### config.mk
export PLATFORM = sky130hd
export DESIGN_NAME = branch_predictor
export DESIGN_NICKNAME = d
export VERILOG_FILES = /design/src/rtl/branch_predictor.sv
export SDC_FILE = /design/constraint.sdc
export NUM_CORES = 2
export LEC_CHECK = 0
export CAP_MARGIN = 20
export CORE_MARGIN = 4
export CORE_UTILIZATION = 50
export CTS_CLUSTER_SIZE = 8
export DETAILED_ROUTE_END_ITERATION = 8
export GPL_TIMING_DRIVEN = 0
export PLACE_DENSITY = 0.79
export RECOVER_POWER = 100
export SLEW_MARGIN = 40
export SYNTH_ARGS = -nofsm -noshare
export SYNTH_HDL_FRONTEND = slang
export SYNTH_SLANG_ARGS = --single-unit
### constraint.sdc
create_clock -name clk -period 42.6 [get_ports clk]
set_clock_uncertainty 0.2 [all_clocks]
set_input_delay 4.26 -clock clk [delete_from_list [all_inputs] [get_ports clk]]
set_output_delay 4.26 -clock clk [all_outputs]
set_load 0.02 [all_outputs]
### src/rtl/branch_predictor.sv
// Fetch-side branch predictor: direct-mapped BTB with a 2-bit saturating counter
// per entry, trained from resolved execute-stage outcomes; flags mispredicts.
module branch_predictor #(
  parameter int IDX_BITS = 4,
  parameter int XLEN     = 32
) (
  input  logic            clk,
  input  logic            rst,
  input  logic [XLEN-1:0] f_pc,
  output logic            pred_taken,
  output logic [XLEN-1:0] pred_target,
  input  logic            ex_valid,
  input  logic [XLEN-1:0] ex_pc,
  input  logic            ex_is_branch,
  input  logic            ex_is_jump,
  input  logic            ex_taken,
  input  logic [XLEN-1:0] ex_target,
  input  logic            ex_pred_taken,
  input  logic [XLEN-1:0] ex_pred_target,
  output logic            mispredict,
  output logic [XLEN-1:0] redirect_pc,
  output logic [31:0]     br_count,
  output logic [31:0]     mp_count
);

  localparam int DEPTH    = 1 << IDX_BITS;
  localparam int TAG_BITS = XLEN - IDX_BITS - 2;
  localparam logic [XLEN-1:0] PC_STEP = XLEN'(32'd4);
  localparam logic [31:0] CNT_MAX = 32'hFFFF_FFFF;

  // Saturating 2-bit counter step: never wraps between 11 and 00.
  function automatic logic [1:0] ctr_step(input logic [1:0] ctr, input logic up);
    logic [1:0] nxt;
    case ({up, ctr})
      3'b1_00: nxt = 2'b01;
      3'b1_01: nxt = 2'b10;
      3'b1_10: nxt = 2'b11;
      3'b1_11: nxt = 2'b11;
      3'b0_00: nxt = 2'b00;
      3'b0_01: nxt = 2'b00;
      3'b0_10: nxt = 2'b01;
      3'b0_11: nxt = 2'b10;
      default: nxt = 2'b01;
    endcase
    return nxt;
  endfunction

  logic                valid_r  [DEPTH];
  logic                jump_r   [DEPTH];
  logic [TAG_BITS-1:0] tag_r    [DEPTH];
  logic [XLEN-1:0]     target_r [DEPTH];
  logic [1:0]          ctr_r    [DEPTH];
  logic [31:0]         br_count_r;
  logic [31:0]         mp_count_r;

  logic [IDX_BITS-1:0] f_idx_s;
  logic [TAG_BITS-1:0] f_tag_s;
  logic                f_hit_s;
  logic                pred_taken_s;
  logic [XLEN-1:0]     pred_target_s;
  logic [IDX_BITS-1:0] e_idx_s;
  logic [TAG_BITS-1:0] e_tag_s;
  logic                e_hit_s;
  logic                e_ctl_s;
  logic                mispredict_s;
  logic [XLEN-1:0]     redirect_s;

  assign f_idx_s = f_pc[IDX_BITS+1:2];
  assign f_tag_s = f_pc[XLEN-1:IDX_BITS+2];
  assign e_idx_s = ex_pc[IDX_BITS+1:2];
  assign e_tag_s = ex_pc[XLEN-1:IDX_BITS+2];
  assign e_ctl_s = ex_is_branch | ex_is_jump;

  // Prediction lookup from the registered table; no bypass of same-cycle training.
  always_comb begin
    f_hit_s       = valid_r[f_idx_s] && (tag_r[f_idx_s] == f_tag_s);
    pred_taken_s  = 1'b0;
    pred_target_s = f_pc + PC_STEP;
    if (f_hit_s && (jump_r[f_idx_s] || ctr_r[f_idx_s][1])) begin
      pred_taken_s  = 1'b1;
      pred_target_s = target_r[f_idx_s];
    end else begin
      pred_taken_s  = 1'b0;
      pred_target_s = f_pc + PC_STEP;
    end
  end

  // Mispredict detection and correct next-PC for the resolved instruction.
  always_comb begin
    e_hit_s      = valid_r[e_idx_s] && (tag_r[e_idx_s] == e_tag_s);
    mispredict_s = 1'b0;
    redirect_s   = ex_pc + PC_STEP;
    if (!ex_valid) begin
      mispredict_s = 1'b0;
    end else if (e_ctl_s) begin
      mispredict_s = (ex_taken != ex_pred_taken) ||
                     (ex_taken && (ex_target != ex_pred_target));
    end else begin
      mispredict_s = ex_pred_taken;
    end
    if (ex_taken && e_ctl_s) begin
      redirect_s = ex_target;
    end else begin
      redirect_s = ex_pc + PC_STEP;
    end
  end

  assign pred_taken  = pred_taken_s;
  assign pred_target = pred_target_s;
  assign mispredict  = mispredict_s;
  assign redirect_pc = redirect_s;
  assign br_count    = br_count_r;
  assign mp_count    = mp_count_r;

  // Table training; a set jump bit takes priority when both kind flags are set.
  always_ff @(posedge clk or posedge rst) begin
    if (rst) begin
      for (int i = 0; i < DEPTH; i++) begin
        valid_r[i]  <= 1'b0;
        jump_r[i]   <= 1'b0;
        tag_r[i]    <= {TAG_BITS{1'b0}};
        target_r[i] <= {XLEN{1'b0}};
        ctr_r[i]    <= 2'b01;
      end
    end else if (ex_valid) begin
      case ({ex_is_jump, ex_is_branch})
        2'b10, 2'b11: begin
          valid_r[e_idx_s]  <= 1'b1;
          jump_r[e_idx_s]   <= 1'b1;
          tag_r[e_idx_s]    <= e_tag_s;
          target_r[e_idx_s] <= ex_target;
          ctr_r[e_idx_s]    <= 2'b11;
        end
        2'b01: begin
          if (e_hit_s) begin
            ctr_r[e_idx_s] <= ctr_step(ctr_r[e_idx_s], ex_taken);
            if (ex_taken) begin
              target_r[e_idx_s] <= ex_target;
            end
          end else if (ex_taken) begin
            valid_r[e_idx_s]  <= 1'b1;
            jump_r[e_idx_s]   <= 1'b0;
            tag_r[e_idx_s]    <= e_tag_s;
            target_r[e_idx_s] <= ex_target;
            ctr_r[e_idx_s]    <= 2'b10;
          end
        end
        2'b00: begin
          if (e_hit_s) begin
            valid_r[e_idx_s] <= 1'b0;
          end
        end
        default: begin
        end
      endcase
    end
  end

  // Resolved control-flow and mispredict counters, both saturating.
  always_ff @(posedge clk or posedge rst) begin
    if (rst) begin
      br_count_r <= 32'd0;
      mp_count_r <= 32'd0;
    end else begin
      if (ex_valid && e_ctl_s && (br_count_r != CNT_MAX)) begin
        br_count_r <= br_count_r + 32'd1;
      end
      if (mispredict_s && (mp_count_r != CNT_MAX)) begin
        mp_count_r <= mp_count_r + 32'd1;
      end
    end
  end

endmodule

# Word-level counts from Yosys, hierarchy flattened
# Memories as Yosys holds them, arrays and structs flattened.
# Cells that the tools add are included.
dict set report classes {
  n_addsub 4
  magnitude_cmp 3
  eq_ne 13
  n_mux 58
  bitwise_logic 12
  n_reduce_logical 18
}
# cell n
set ops {}
lappend ops {{case mux 512 bit (2 select lines)} 1}
lappend ops {{2-to-1 mux 416 bit} 2}
lappend ops {{case mux 416 bit (2 select lines)} 1}
lappend ops {{bitwise mux 512 bit} 1}
lappend ops {{2-to-1 mux 512 bit} 1}
lappend ops {{bitwise mux 416 bit} 1}
lappend ops {{2-to-1 mux 32 bit} 7}
lappend ops {{binary-select mux 26 bit (select 4 bit)} 2}
lappend ops {{2-to-1 mux 26 bit} 5}
lappend ops {{binary-select mux 32 bit (select 4 bit)} 1}
lappend ops {{demux 32 bit (select 4 bit)} 1}
lappend ops {{demux 26 bit (select 4 bit)} 1}
lappend ops {{2-to-1 mux 16 bit} 5}
lappend ops {{adder 32 x 1 -> 32 bit (second input constant)} 2}
lappend ops {{adder 32 x 3 -> 32 bit (second input constant)} 2}
lappend ops {{!= test 32 bit (second input constant)} 2}
lappend ops {{case mux 32 bit (2 select lines)} 1}
lappend ops {{== test 26 bit} 2}
lappend ops {{AND 16 bit} 3}
lappend ops {{OR 16 bit} 3}
lappend ops {{case mux 16 bit (3 select lines)} 1}
lappend ops {{bitwise mux 32 bit} 1}
lappend ops {{!= test 32 bit} 1}
lappend ops {{inverter 16 bit} 2}
lappend ops {{24 further kinds} 59}
dict set report totals {
  ff_bits 1056
  rom_bits 16
  input_bits 135
  output_inout_bits 130
  wordCells 191
  mem_count 1
}
# name depth word_bits read_ports rd_ports_with_merged_regs wr line_no
set memory_table {}
lappend memory_table {{(no name shown)} 8 2 1 0 0 34} ;# case ({up, ctr})

# Longest topological paths before layout
dict set report depth {
  word_depth 12
  depth_mapped 17
  ltp_nobuf 11
}

# Worst setup path before layout
# Ideal clock, no wire load.
dict set report synth_path {
  path_kind {input-to-output}
  start {input f_pc[2]}
  end {output pred_target[10]}
  t_arrival_ns 7.530
  required_ns 38.140
  setup_slack_ns 30.610
  stages 11
  cell_sequence {buf_2 buf_1 clkbuf_1 mux4_2 mux4_2 xor2_1 nor4_1 nand3_1 buf_2 buf_1 a21oi_1}
}
dict set report synth_via {
  elab_chain_cells 8
}
# element line_no
set synth_rtl {}
lappend synth_rtl {{from (decl)} 9} ;# input logic [XLEN-1:0] f_pc,
lappend synth_rtl {{inverter 4 -> 5 bit (implied by the code)} {76, 79, 81}}
lappend synth_rtl {{binary-select mux 26 bit (select 4 bit)} 76} ;# f_hit_s = valid_r[f_idx_s] && (tag_r[f_idx_s] == f_tag_s);
lappend synth_rtl {{2-to-1 mux 26 bit (implied by the code) (2 in a row)} 76}
lappend synth_rtl {{== test 26 bit} 76}
lappend synth_rtl {{logical AND 1 bit} 76}
lappend synth_rtl {{logical AND 1 bit} 79} ;# if (f_hit_s && (jump_r[f_idx_s] || ctr_r[f_idx_s][1])) begin
lappend synth_rtl {{2-to-1 mux 32 bit *} 79}
lappend synth_rtl {{to (decl)} 11} ;# output logic [XLEN-1:0] pred_target,
# Mark *: on every way between the ends. The rest lies on a longest branch, timed or not. The select of a mux whose other input is x is not followed.

==> flow_summary_export.csv <==
group,metric,value,unit
placed_design,dp.cells,6497,
die,io_pins,265,
die,dieHeight,338,µm
final_layout,fin_nets,5389,
die,core,108000,µm²
critical_path,crit_top_cell,"clkbuf_1",
yosys,synth-adder-area-share,0.179,%
yosys,synth_top_family_by_area,"multiplexers",
clock_network,cts_tree,"done",
timing,final.min_clock_period,18.03,ns
yosys,syn_inst,4851,
critical_path,path_max_fanout,76,
clock_network,hold_buffers,0,
die,fp.dieArea,114000,µm²
yosys,synth-main-ff-cell,"dfrtp_1",
yosys,synth_warnings,0,
clock_network,clkLatencyLatePin,0.78,ns
yosys,synth-xor-area-share,3.15,%
flow_run,cap_violations,19,
global_routing,grt_pass1_vias,45600,
status,status,"finished with violations",
yosys,yosys.area.top_type_share,47.7,%
critical_path,crit_type,"in2async",
timing,drv_slew,1112,
yosys,yosysTopAreaCell,"dfrtp_1",
clock_network,postCtsSetupRepairBufs,0,
die,rows,120,
yosys,ys_seq_area_share,48.5,%
power_and_ir_drop,power.density,50.4,nW/µm²
min_path,hold_class,"reg2reg",
critical_path,path_cells,"dlygate4sd3_1 -> clkinvlp_2 -> clkbuf_1 -> clkbuf_1 -> clkbuf_1 -> clkbuf_1",
final_layout,regArea,26400,µm²
clock_network,cts_buffer_depth,3,
final_layout,drive_gt1_share,21.0,%
routing,dr.pass1.iters,7,
status,violations,"capacitance limit, slew limit",
global_routing,grt_pass1_wl,312,mm
yosys,yosys-top-cells-area,"dfrtp_1, mux4_2, nand2_1, mux2_2, o21ai_0",
routing,wl,217,mm
timing,hold_viol,0,
global_routing,grtUsageTotal,37.4,%
clock_network,root_buffer,"clkbuf_16",
routing,drtAntennaViolNets,0,
die,die_x,338,µm
clock_network,cts_resized,0,
timing,whs,0.268,ns
final_layout,fillerInstances,8583,
yosys,synth-simple-area-share,13.1,%
placed_design,dpl.hpwl,156,mm
yosys,yosysMostFrequentCell,"nand2_1",
timing,setup_tns,0,ns
routing,vias,45200,
yosys,syn_nets,4993,
yosys,synth_edf_count,0,
yosys,synth.area.mux_share,26.3,%
final_layout,multi_input_area,26000,µm²
clock_network,clock_sinks,1056,
yosys,synth-async-reset-ratio,100,%
placed_design,port_buffers,220,
clock_network,path_clk_slew,0.05,ns
yosys,synth_cell_types,70,
clock_network,cts-buffers-inserted,150,
timing,relSlewSlack,-184,%
routing,avgRoutedWirePerCell,32.5,µm
final_layout,synthToLayoutAreaGrowth,15.1,%
critical_path,max_stage_delay,3.10,ns
power_and_ir_drop,worst_ir_drop_vdd,0.0445,mV
routing,drc,0,
power_and_ir_drop,p_leak,28.2,nW
critical_path,worstPathRequired,42.48,ns
routing,drt-initial-drc-count,6526,
yosys,ys_seq_elements,1056,
critical_path,critPathTopFamily,"buffers and inverters",
critical_path,slowest_stage,"clkbuf_1",
global_routing,grt_max_degree,83,
timing,finalCritPeriodShare,42.3,%
critical_path,critPathBufInv,6,
power_and_ir_drop,power,3.17,mW
global_routing,antenna_found_initial,18,
final_layout,stdcell_count,6696,
routing,vias_per_cell,6.75,
clock_network,htree_levels,4,
yosys,synth_area_per_cell,11.2,µm²
timing,max_freq,55.5,MHz
critical_path,arrival,17.91,ns
placed_design,routabilityCongestion,1.07,
die,start_util,50.7,%
critical_path,cp-end-kind,"asynchronous set/reset pin",
yosys,synth_area,54500,µm²
global_routing,grt-ovfl-total,0,
yosys,yosys-top-cells-count,"nand2_1, dfrtp_1, mux2_2",
critical_path,crit_path_start_kind,"input port",
timing,tightest_slew,4.26,ns
timing,rsz0062_at_grt,"false",
timing,setup_viol,0,
yosys,synth_compound_area_share,5.09,%
[cell usage in the layout, fill, tap and decap left out, drive strengths merged, types with 3 or more instances in the layout]
| cell type | instances |
|---|---|
| a22o | 9 |
| dfrtp | 1040 |
| nor2b | 15 |
| a211oi | 3 |
| inv | 39 |
| dfstp | 16 |
| nand2b | 5 |
| buf | 102 |
| mux2 | 438 |
| a221oi | 10 |
| and4 | 16 |
| clkinv | 17 |
| a32o | 14 |
| o21a | 3 |
| nand3 | 88 |
| clkdlybuf4s50 | 100 |
| a21o | 3 |
| and3 | 35 |
| nor2 | 69 |
| diode | 12 |
| o21ai | 307 |
| o22ai | 11 |
| and2 | 18 |
| ha | 7 |
| o2bb2ai | 3 |
| nand4 | 44 |
| dlygate4sd3 | 120 |
| a32oi | 3 |
| nor4 | 12 |
| o211ai | 11 |
| mux4 | 378 |
| nor3 | 10 |
| xor2 | 64 |
| a21oi | 59 |
| a31oi | 11 |
| clkbuf | 534 |
| mux2i | 88 |
| xnor2 | 132 |
| nand2 | 1399 |
| a22oi | 21 |
[power by group]
part	switching, mW	internal, mW	total [mW]
clock	0.466	0.634	1.10
combinational	0.348	0.334	0.682
sequential	0.157	1.23	1.39
total	0.971	2.20	3.17
[tightest hold or removal path: cells and delay by family, from the launching register on]
kind | cells | cell delay, ns
DFF | 1 | 0.33
and+or+nand+nor | 2 | 0.10
[registers in the layout, summed over array words and instances, names as in the netlist, named ones only]
signal	count
mp_count	32
tag_r	416
ctr_r	32
target_r	512
br_count	32
[cells by family after synthesis]
group / Yosys count
AOI/OAI and AO/OA: 481
buffers and inverters: 483
muxes: 904
adders and majority gates: 8
xor gates and xnor gates: 196
DFF: 1056
and+or+nand+nor: 1723
[layer usage]
| layer | up-vias | share of wire [%] | GRT usage, % | routed length (µm) |
|---|---|---|---|---|
| met2 | 3814 | 43 | 54.6 | 93300 |
| met3 | 986 | 16 | 18.4 | 33900 |
| met4 | 10 | 8.2 | 25.1 | 17900 |
| met1 | 22700 | 33 | 43.5 | 72300 |
| met5 | - | 0.026 | 0.625 | 57 |
| li1 | 17700 | - | - | - |
[area by class of cell]
cell class              count  area share, %
diodes                     12         0.0478
plain buffers             442           2.95
clock buffers             170           6.10
clock inverters            16          0.506
inverters                  41          0.247
multi-input cells        3312           41.4
flip-flops and latches   1056           42.1
well taps                1403           2.79
repair buffers            244           3.86
[worst paths after layout]
check / from / endpoint / slack, ns / cells after the start
max in group clk: f_pc[3] / pred_target[22] / 25.44 / 16
min reg2reg: target_r[416]$_DFFE_PP0P_ / target_r[416]$_DFFE_PP0P_ / 0.27 / 2
max reg2reg: tag_r[221]$_DFFE_PP0P_ / tag_r[192]$_DFFE_PP0P_ / 36.10 / 12
max: rst / tag_r[296]$_DFFE_PP0P_ / 24.57 / 6
min: target_r[416]$_DFFE_PP0P_ / target_r[416]$_DFFE_PP0P_ / 0.27 / 2
min in group asynchronous: rst / target_r[67]$_DFFE_PP0P_ / 4.55 / 2
[through the flow]
stage          utilization [%]  instance area [µm²]  setup WS, ns
3_5_place_dp              55.0                59200         27.64
6_report                  58.3                62800         24.57
3_3_place_gp              54.3                58500         -3.34
4_1_cts                   58.9                63400         27.63
2_1_floorplan                -                54500          8.44
5_1_grt                   58.3                62800         22.22
Note: power is estimated with default switching activity, not from simulation.
